===== config.mk =====
export PLATFORM = sky130hd
export DESIGN_NAME = sram_readback
export DESIGN_NICKNAME = d
export VERILOG_FILES = /design/src/rtl/sram_readback_pkg.sv /design/src/rtl/sram_readback_word_serializer.sv /design/src/rtl/sram_readback.sv
export SDC_FILE = /design/constraint.sdc
export NUM_CORES = 1
export LEC_CHECK = 0
export BUFFER_PORTS_ARGS = -buffer_cell sky130_fd_sc_hd__buf_2
export CORE_ASPECT_RATIO = 0.7
export CORE_MARGIN = 5
export CORE_UTILIZATION = 50
export DETAILED_ROUTE_END_ITERATION = 10
export PLACE_DENSITY = 0.74
export SYNTH_ARGS = -nofsm -noshare
export SYNTH_HDL_FRONTEND = slang
export SYNTH_SLANG_ARGS = --single-unit

===== constraint.sdc =====
create_clock -name clk -period 2.4 [get_ports clk]
set_input_delay 0.12 -clock clk [delete_from_list [all_inputs] [get_ports clk]]
set_output_delay 0.12 -clock clk [all_outputs]
set_load 0.02 [all_outputs]

===== src/rtl/sram_readback_pkg.sv =====
// sram_readback_pkg
// Shared definitions for the result readback path:
//   - SRAM geometry constants shared with the writeback unit and sram_wrapper
//   - readback FSM state encoding (also exported on the debug state port)
//   - cnt_width(): width of a counter that must hold values 0..max_val
package sram_readback_pkg;

  localparam int SRAM_ADDR_W = 8;
  localparam int SRAM_DATA_W = 32;

  typedef enum logic [2:0] {
    RB_IDLE  = 3'd0,
    RB_REQ   = 3'd1,
    RB_WAIT  = 3'd2,
    RB_SHIFT = 3'd3,
    RB_DONE  = 3'd4
  } rb_state_e;

  // Never returns 0 so a counter for max_val=0 still has a legal vector width.
  function automatic int cnt_width(input int max_val);
    return (max_val < 2) ? 1 : $clog2(max_val + 1);
  endfunction

endpackage


===== src/rtl/sram_readback_word_serializer.sv =====
// sram_readback_word_serializer
// Holds one captured SRAM word and emits it as OUT_W-bit slices, most
// significant slice first, under a valid/ready handshake.
//
// Handshake: a slice is transferred on every rising edge where
// dout_valid && dout_ready. While dout_valid && !dout_ready, dout is held
// stable. dout_valid drops after the last slice's transfer; a new word
// is only taken on load (no prefetch).
//
// Ports
//   clk, rst         clock, asynchronous active-low reset
//   clr              synchronous clear (abandoned pass), wins over load
//   load             capture word_in; dout_valid rises the next cycle
//   word_in          word to serialize
//   dout, dout_valid slice output and its valid flag
//   dout_ready       sink accepts the current slice
//   last_byte        the slice currently on dout is the final one of the word
module sram_readback_word_serializer
  import sram_readback_pkg::*;
#(
  parameter int DATA_W = SRAM_DATA_W,
  parameter int OUT_W  = 8
) (
  input  logic              clk,
  input  logic              rst,
  input  logic              clr,
  input  logic              load,
  input  logic [DATA_W-1:0] word_in,
  output logic [OUT_W-1:0]  dout,
  output logic              dout_valid,
  input  logic              dout_ready,
  output logic              last_byte
);

  localparam int BYTES = DATA_W / OUT_W;
  localparam int CNT_W = cnt_width(BYTES - 1);

  logic [DATA_W-1:0] sh_q, sh_d;
  logic [CNT_W-1:0]  cnt_q, cnt_d;
  logic              valid_q, valid_d;
  logic              xfer;

  assign xfer       = valid_q && dout_ready;
  assign last_byte  = valid_q && (cnt_q == CNT_W'(BYTES - 1));
  assign dout       = sh_q[DATA_W-1 -: OUT_W];
  assign dout_valid = valid_q;

  always_comb begin
    sh_d    = sh_q;
    cnt_d   = cnt_q;
    valid_d = valid_q;
    if (clr) begin
      sh_d    = '0;
      cnt_d   = '0;
      valid_d = 1'b0;
    end else if (load) begin
      sh_d    = word_in;
      cnt_d   = '0;
      valid_d = 1'b1;
    end else if (xfer) begin
      // Shifting left keeps the next slice in the top bits where dout reads it.
      sh_d = sh_q << OUT_W;
      if (last_byte) begin
        cnt_d   = '0;
        valid_d = 1'b0;
      end else begin
        cnt_d = cnt_q + 1'b1;
      end
    end
  end

  always_ff @(posedge clk or negedge rst) begin
    if (!rst) begin
      sh_q    <= '0;
      cnt_q   <= '0;
      valid_q <= 1'b0;
    end else begin
      sh_q    <= sh_d;
      cnt_q   <= cnt_d;
      valid_q <= valid_d;
    end
  end

endmodule


===== src/rtl/sram_readback.sv =====
// sram_readback
// Reads NUM_WORDS result words from the result SRAM starting at BASE_ADDR
// and streams each one off-chip as OUT_W-bit bytes, MSB first.
//
// Sequence per word: REQ (address issued, cs_n low) -> WAIT (READ_LAT
// cycles, then until sram_ry) -> SHIFT (bytes out) -> REQ for the next
// word or DONE after the last one. rd_abort from any non-idle state
// returns to IDLE on the next edge without an rd_done pulse.
//
// Ports
//   clk, rst                  clock, asynchronous active-low reset
//   rd_start, rd_abort        start pulse (IDLE only), abandon pass
//   rd_busy, rd_done          pass in progress, one-cycle completion pulse
//   sram_cs_n, sram_we_n      SRAM strobes (we_n constantly high: read only)
//   sram_address              word address
//   sram_ry, sram_read_data   SRAM ready and read data
//   dout, dout_valid, dout_ready  byte stream (valid/ready)
//   dbg_state                 current FSM state
module sram_readback
  import sram_readback_pkg::*;
#(
  parameter int               ADDR_W    = SRAM_ADDR_W,
  parameter int               DATA_W    = SRAM_DATA_W,
  parameter int               OUT_W     = 8,
  parameter logic [ADDR_W-1:0] BASE_ADDR = '0,
  parameter int               NUM_WORDS = 32,
  parameter int               READ_LAT  = 1
) (
  input  logic              clk,
  input  logic              rst,
  input  logic              rd_start,
  input  logic              rd_abort,
  output logic              rd_busy,
  output logic              rd_done,
  output logic              sram_cs_n,
  output logic              sram_we_n,
  output logic [ADDR_W-1:0] sram_address,
  input  logic              sram_ry,
  input  logic [DATA_W-1:0] sram_read_data,
  output logic [OUT_W-1:0]  dout,
  output logic              dout_valid,
  input  logic              dout_ready,
  output rb_state_e         dbg_state
);

  localparam int LAT_W = cnt_width(READ_LAT);

  rb_state_e         state_q, state_d;
  logic [ADDR_W-1:0] addr_q, addr_d;
  logic [ADDR_W-1:0] word_q, word_d;
  logic [LAT_W-1:0]  lat_q, lat_d;
  logic              ser_load;
  logic              ser_clr;
  logic              last_byte;

  always_comb begin
    state_d  = state_q;
    addr_d   = addr_q;
    word_d   = word_q;
    lat_d    = lat_q;
    ser_load = 1'b0;
    ser_clr  = 1'b0;
    if (state_q != RB_IDLE && rd_abort) begin
      state_d = RB_IDLE;
      addr_d  = '0;
      word_d  = '0;
      lat_d   = '0;
      ser_clr = 1'b1;
    end else begin
      case (state_q)
        RB_IDLE: begin
          // Abort alongside start keeps the block idle.
          if (rd_start && !rd_abort) begin
            state_d = RB_REQ;
            addr_d  = BASE_ADDR;
            word_d  = '0;
          end
        end
        RB_REQ: begin
          state_d = RB_WAIT;
          lat_d   = LAT_W'(READ_LAT);
        end
        RB_WAIT: begin
          // Latency must expire first; sram_ry then gates the capture.
          if (lat_q != '0) begin
            lat_d = lat_q - 1'b1;
          end else if (sram_ry) begin
            ser_load = 1'b1;
            state_d  = RB_SHIFT;
          end
        end
        RB_SHIFT: begin
          if (last_byte && dout_ready) begin
            if (word_q == ADDR_W'(NUM_WORDS - 1)) begin
              state_d = RB_DONE;
            end else begin
              state_d = RB_REQ;
              // Wraps modulo 2^ADDR_W by construction.
              addr_d  = addr_q + 1'b1;
              word_d  = word_q + 1'b1;
            end
          end
        end
        RB_DONE: begin
          state_d = RB_IDLE;
          addr_d  = '0;
          word_d  = '0;
        end
        default: state_d = RB_IDLE;
      endcase
    end
  end

  always_ff @(posedge clk or negedge rst) begin
    if (!rst) begin
      state_q <= RB_IDLE;
      addr_q  <= '0;
      word_q  <= '0;
      lat_q   <= '0;
    end else begin
      state_q <= state_d;
      addr_q  <= addr_d;
      word_q  <= word_d;
      lat_q   <= lat_d;
    end
  end

  assign rd_busy      = (state_q == RB_REQ) || (state_q == RB_WAIT) || (state_q == RB_SHIFT);
  assign rd_done      = (state_q == RB_DONE);
  assign sram_cs_n    = !((state_q == RB_REQ) || (state_q == RB_WAIT));
  assign sram_we_n    = 1'b1;
  assign sram_address = addr_q;
  assign dbg_state    = state_q;

  sram_readback_word_serializer #(
    .DATA_W (DATA_W),
    .OUT_W  (OUT_W)
  ) u_ser (
    .clk        (clk),
    .rst        (rst),
    .clr        (ser_clr),
    .load       (ser_load),
    .word_in    (sram_read_data),
    .dout       (dout),
    .dout_valid (dout_valid),
    .dout_ready (dout_ready),
    .last_byte  (last_byte)
  );

endmodule


Word-level counts from Yosys, hierarchy flattened
Cells that the tools add are included.

Register bits after elaboration: 55. Input port bits: 38. Output and inout bits: 24.

Add/subtract/negate cells: 4. Equal/unequal tests: 11. Muxes and demuxes: 35. Reduce and logical (&&, ||, !) cells: 18.

Operator list (number): $mux W32 (3); $mux W8 (7); $pmux W8 S3 (2); $mux W3 (6); $add A8 B1 Y8 const B (2); $ne A3 B3 Y1 const B (5); $pmux W3 S4 (1); $reduce_bool A3 Y1 (4); $mux W1 (11); $eq A8 B5 Y1 const B (1); $mux W2 (4); $reduce_and A4 Y1 (2); $eq A3 B2 Y1 const B (2); $logic_and A1 B1 Y1 (5); $reduce_bool A4 Y1 (1); $eq A3 B1 Y1 const B (1); $eq A3 B3 Y1 const B (1); $logic_not A3 Y1 (1); $add A2 B1 Y2 const B (1); $eq A2 B2 Y1 const B (1); $logic_not A1 Y1 (2); $logic_or A1 B1 Y1 (2); $pmux W1 S2 (1); $reduce_and A2 Y1 (1); $sub A1 B1 Y1 const B (1).

Depth between registers and ports, before layout
Word-level depth: 6. Depth in mapped cells: 7. Depth with buffers taken out: 5.

Modules after synthesis
From an unflattened synthesis, not the netlist that was laid out.

Cells, all modules: 288. Area, all modules: 3024.2 µm².

By module, submodules not included: sram_readback_word_serializer (instances 1, cells an instance 148, area an instance 1707.9 µm²); sram_readback (instances 1, cells an instance 140, area an instance 1316.3 µm²).

Worst setup path after synthesis
No wires, ideal clock.

Kind: flip-flop to flip-flop. From: register state_q[0] (netlist: dbg_state[0]). To: register word_q[6]. Library setup time: 0.121 ns. Arrival: 1.594 ns. Required time: 2.279 ns. Slack: 0.685 ns. Cell stages (with the launch flop): 7. Clock period less this slack: 1.715 ns. Cell sequence: dfrtp_1 buf_6 and4bb_4 a22o_4 a21o_4 buf_6 a22o_1.

Word-level cells in the longest chain between the ends: 4.

RTL lines: start: declaration (RTL line sram_readback.sv:48) `rb_state_e state_q, state_d;`; start signal: assignment (RTL line sram_readback.sv:121) `state_q <= state_d;`; $reduce_bool A3 Y1 (RTL line sram_readback.sv:63) `if (state_q != RB_IDLE && rd_abort) begin`; $logic_and A1 B1 Y1 (RTL line sram_readback.sv:63); $ne A3 B3 Y1 (no line) or $reduce_bool A4 Y1 (tied branches); $reduce_and A4 Y1 (no line); end signal: assignment (RTL line sram_readback.sv:123) `word_q <= word_d;`; end: declaration (RTL line sram_readback.sv:50) `logic [ADDR_W-1:0] word_q, word_d;`.

Several ways; a longest one is shown, not always the timed one. A chain may end at the register's enable or synchronous reset.

Worst setup path after layout
From: register state_q[2] (netlist: dbg_state[2]). To: register word_q[7].

Same word-level chain as after synthesis.

==> run summary <==
Synth area leader -> dfrtp_1
clock buffer count from CTS -> 5
Hold Crit Depth -> 2
remaining global-route overflow -> 0
# rows -> 23
status -> completed
clk root buf -> clkbuf_8
CP Max Fanout -> 16
Fin Clk Skew -> 0.01219 ns
critical path arrival -> 2.18 ns
Setup TNS Final -> 0 ns
Ys Warns -> 0
worst hold path type -> input port to register
Setup WS pre-CTS -> 0.4337 ns
CP endpoint kind -> register
layout cells sized above 1 -> 0.2345
die width -> 102.3 um
fin util -> 0.5800
first-pass detailed-route iteration total -> 4
Fin. Hold Viols -> 0
Area Growth Syn to Fin -> 11.87%
Post-Syn Nets -> 371
ant diodes -> 0
Initial Util -> 0.5185
Synth top area share -> 0.4612
wire per inst -> 15.16 um
Port Buffers -> 60
# IOs -> 62
core area -> 5756 sq um
Reg2Reg Depth -> 4
antenna violations before repair -> 0
clk slew on worst S/H paths -> 0.10 ns
Max-Cap Viols -> 0
CTS tree -> yes
kind of critical path -> register to register
Clk Latency, worst-skew pair -> 0.30 ns
DP Cell Count -> 437
leak pwr -> 1.484 nW
H-tree depth -> 2
Non-Filler Instances -> 446
RSZ-0062 raised after global routing -> false
via/cell ratio -> 5.724
VDD IR max -> 0.3714 mV
asr flop ratio synth -> 1.000
EDFF count, synth -> 0
CTS Buffer Depth -> 2
total wire length -> 6761 um
total track usage -> 0.1833
Fill cells -> 553
critical path startpoint category -> register
register area share after synthesis -> 0.4612
count of cell types in the netlist -> 46
fin worst setup slack -> 0.4099 ns
vias -> 2553
first-pass GRT wire length -> 11290 um
TritonCTS Sinks -> 55
Final ANT Viol Nets -> 0
Pwr Density -> 837.6 nW/um^2
FMAX -> 502.5 MHz
Max-slew headroom -> 0.5356
vias in the first global route -> 2418
Data required, critical path -> 2.59 ns
fin nets -> 411
First DRT Iteration DRCs -> 159
die area -> 7638 sq um
Setup Fix Bufs, Post-CTS -> 0
GP Congestion -> 0.8555
ranking of synthesized cells by area -> dfrtp_1, a311oi_1, nand3_1, nand2_1, nor2_1
Final period util -> 0.8292
DRC Markers -> 0
Post-Syn Area per Cell -> 9.043 sq um
final setup vio count -> 0
Netlist Area Pre-Place -> 2984 sq um
pin count of the biggest net entering global routing -> 57
Cells after Synth -> 330
Max Slew Vio Count -> 0
dpl hpwl -> 4729 um
Die H -> 74.64 um
FF+latch count, synth -> 55
min Tclk post-route -> 1.990 ns
worst-margin pin slew -> 0.6967 ns
Synth Flop Type -> dfrtp_1
[routing by layer]
metal  track usage  wire length [um]  part of all wire
met1        0.2839              3260              0.48
met2        0.2736              2935              0.43
met3       0.03333               542             0.080
met4       0.03202                23            0.0034
met5             0                 0                 0
[layout make-up]
type	count	area [sq um]	share of cell area
multi-input combinational	234	1378	0.4127
sequential	55	1376	0.4123
timing repair buffer	69	382.9	0.1147
tap	75	93.84	0.02811
clock buffer	5	68.82	0.02061
clock inverter	3	20.02	0.005997
inverter	5	18.77	0.005622
[cell usage after synthesis (5+ instances only)]
cell type  count
nand3_1       39
a311oi_1      24
dfrtp_1       55
nor2_1        30
a21oi_1       10
o22a_1         7
clkbuf_1      10
o21ai_0        9
buf_2         12
buf_4          9
inv_1          5
nand2_1       52
nor3_1        15
[worst max-delay path, cell delays in order, from the launching register on]
cell	delay (ns)
dfrtp_1	0.58
and4bb_4	0.36
a22o_4	0.30
a21o_4	0.28
a221o_1	0.36
[power breakdown]
part	switching, mW	internal, mW
Combinational	0.622	0.385
Clock	0.297	0.204
Sequential	0.154	1.13
[logic make-up after synthesis]
group           share of synthesized area
mux                               0.01761
flops                              0.4612
compound gates                     0.1795
xor+xnor                         0.002936
simple gates                       0.2470
fa+ha+maj                         0.01258
buf+inv                           0.07799
other cells                      0.001257
[worst paths after layout]
kind                                     from         endpoint  slack, ns
worst max-delay path             dbg_state[2]        word_q[7]       0.41
worst min-delay path                 rd_abort     dbg_state[1]       0.04
worst max register to register   dbg_state[2]        word_q[7]       0.41
worst min register to register  u_ser.sh_q[2]    u_ser.sh_q[2]       0.54
max in group asynchronous                 rst    u_ser.sh_q[0]       1.33
min in group asynchronous                 rst  sram_address[4]       0.39
[through the flow]
step / cell area (sq um) / hold slack (ns) / total power, mW
3_5_place_dp: 3239 / 0.2125 / 2.311
2_1_floorplan: 2984 / -0.1756 / 2.115
6_report: 3338 / 0.04463 / 2.796
5_1_grt: 3338 / 0.03749 / 2.991
3_3_place_gp: 3239 / 0.2032 / 2.277
4_1_cts: 3338 / 0.04125 / 2.813
[flip-flops by register name (all words and copies together) (netlist names)]
| register | cells |
|---|---|
| dbg_state | 3 |
| lat_q | 1 |
| u_ser.sh_q | 32 |
| u_ser.cnt_q | 2 |
| word_q | 8 |
| sram_address | 8 |
| u_ser.dout_valid | 1 |
[timing repair]
| action | in CTS | in global routing |
|---|---|---|
| hold buffers | 1 | 0 |
| hold endpoints to repair | 29 | 0 |
| gates resized for setup | 0 | 0 |
[cells in the final DEF (no fill, tap or decap), types with 2 or more instances in the layout]
master and count:
ha_1 3, a311oi_1 24, buf_2 60, nand2b_1 3, inv_1 5, nand2_1 52
nor2_1 30, a22oi_1 2, nand3_1 39, dfrtp_1 55, or3_1 2, clkbuf_8 5
a22o_1 2, o21ai_1 2, a21oi_1 10, mux2i_1 3, buf_4 7, o21ai_0 9
o22a_1 7, a221o_1 3, mux2_2 2, clkinvlp_4 2, o31ai_1 2, nor3_1 15
o41ai_1 2, nor4_1 2, and3b_1 2
Note: power is estimated with default switching activity, not from simulation.
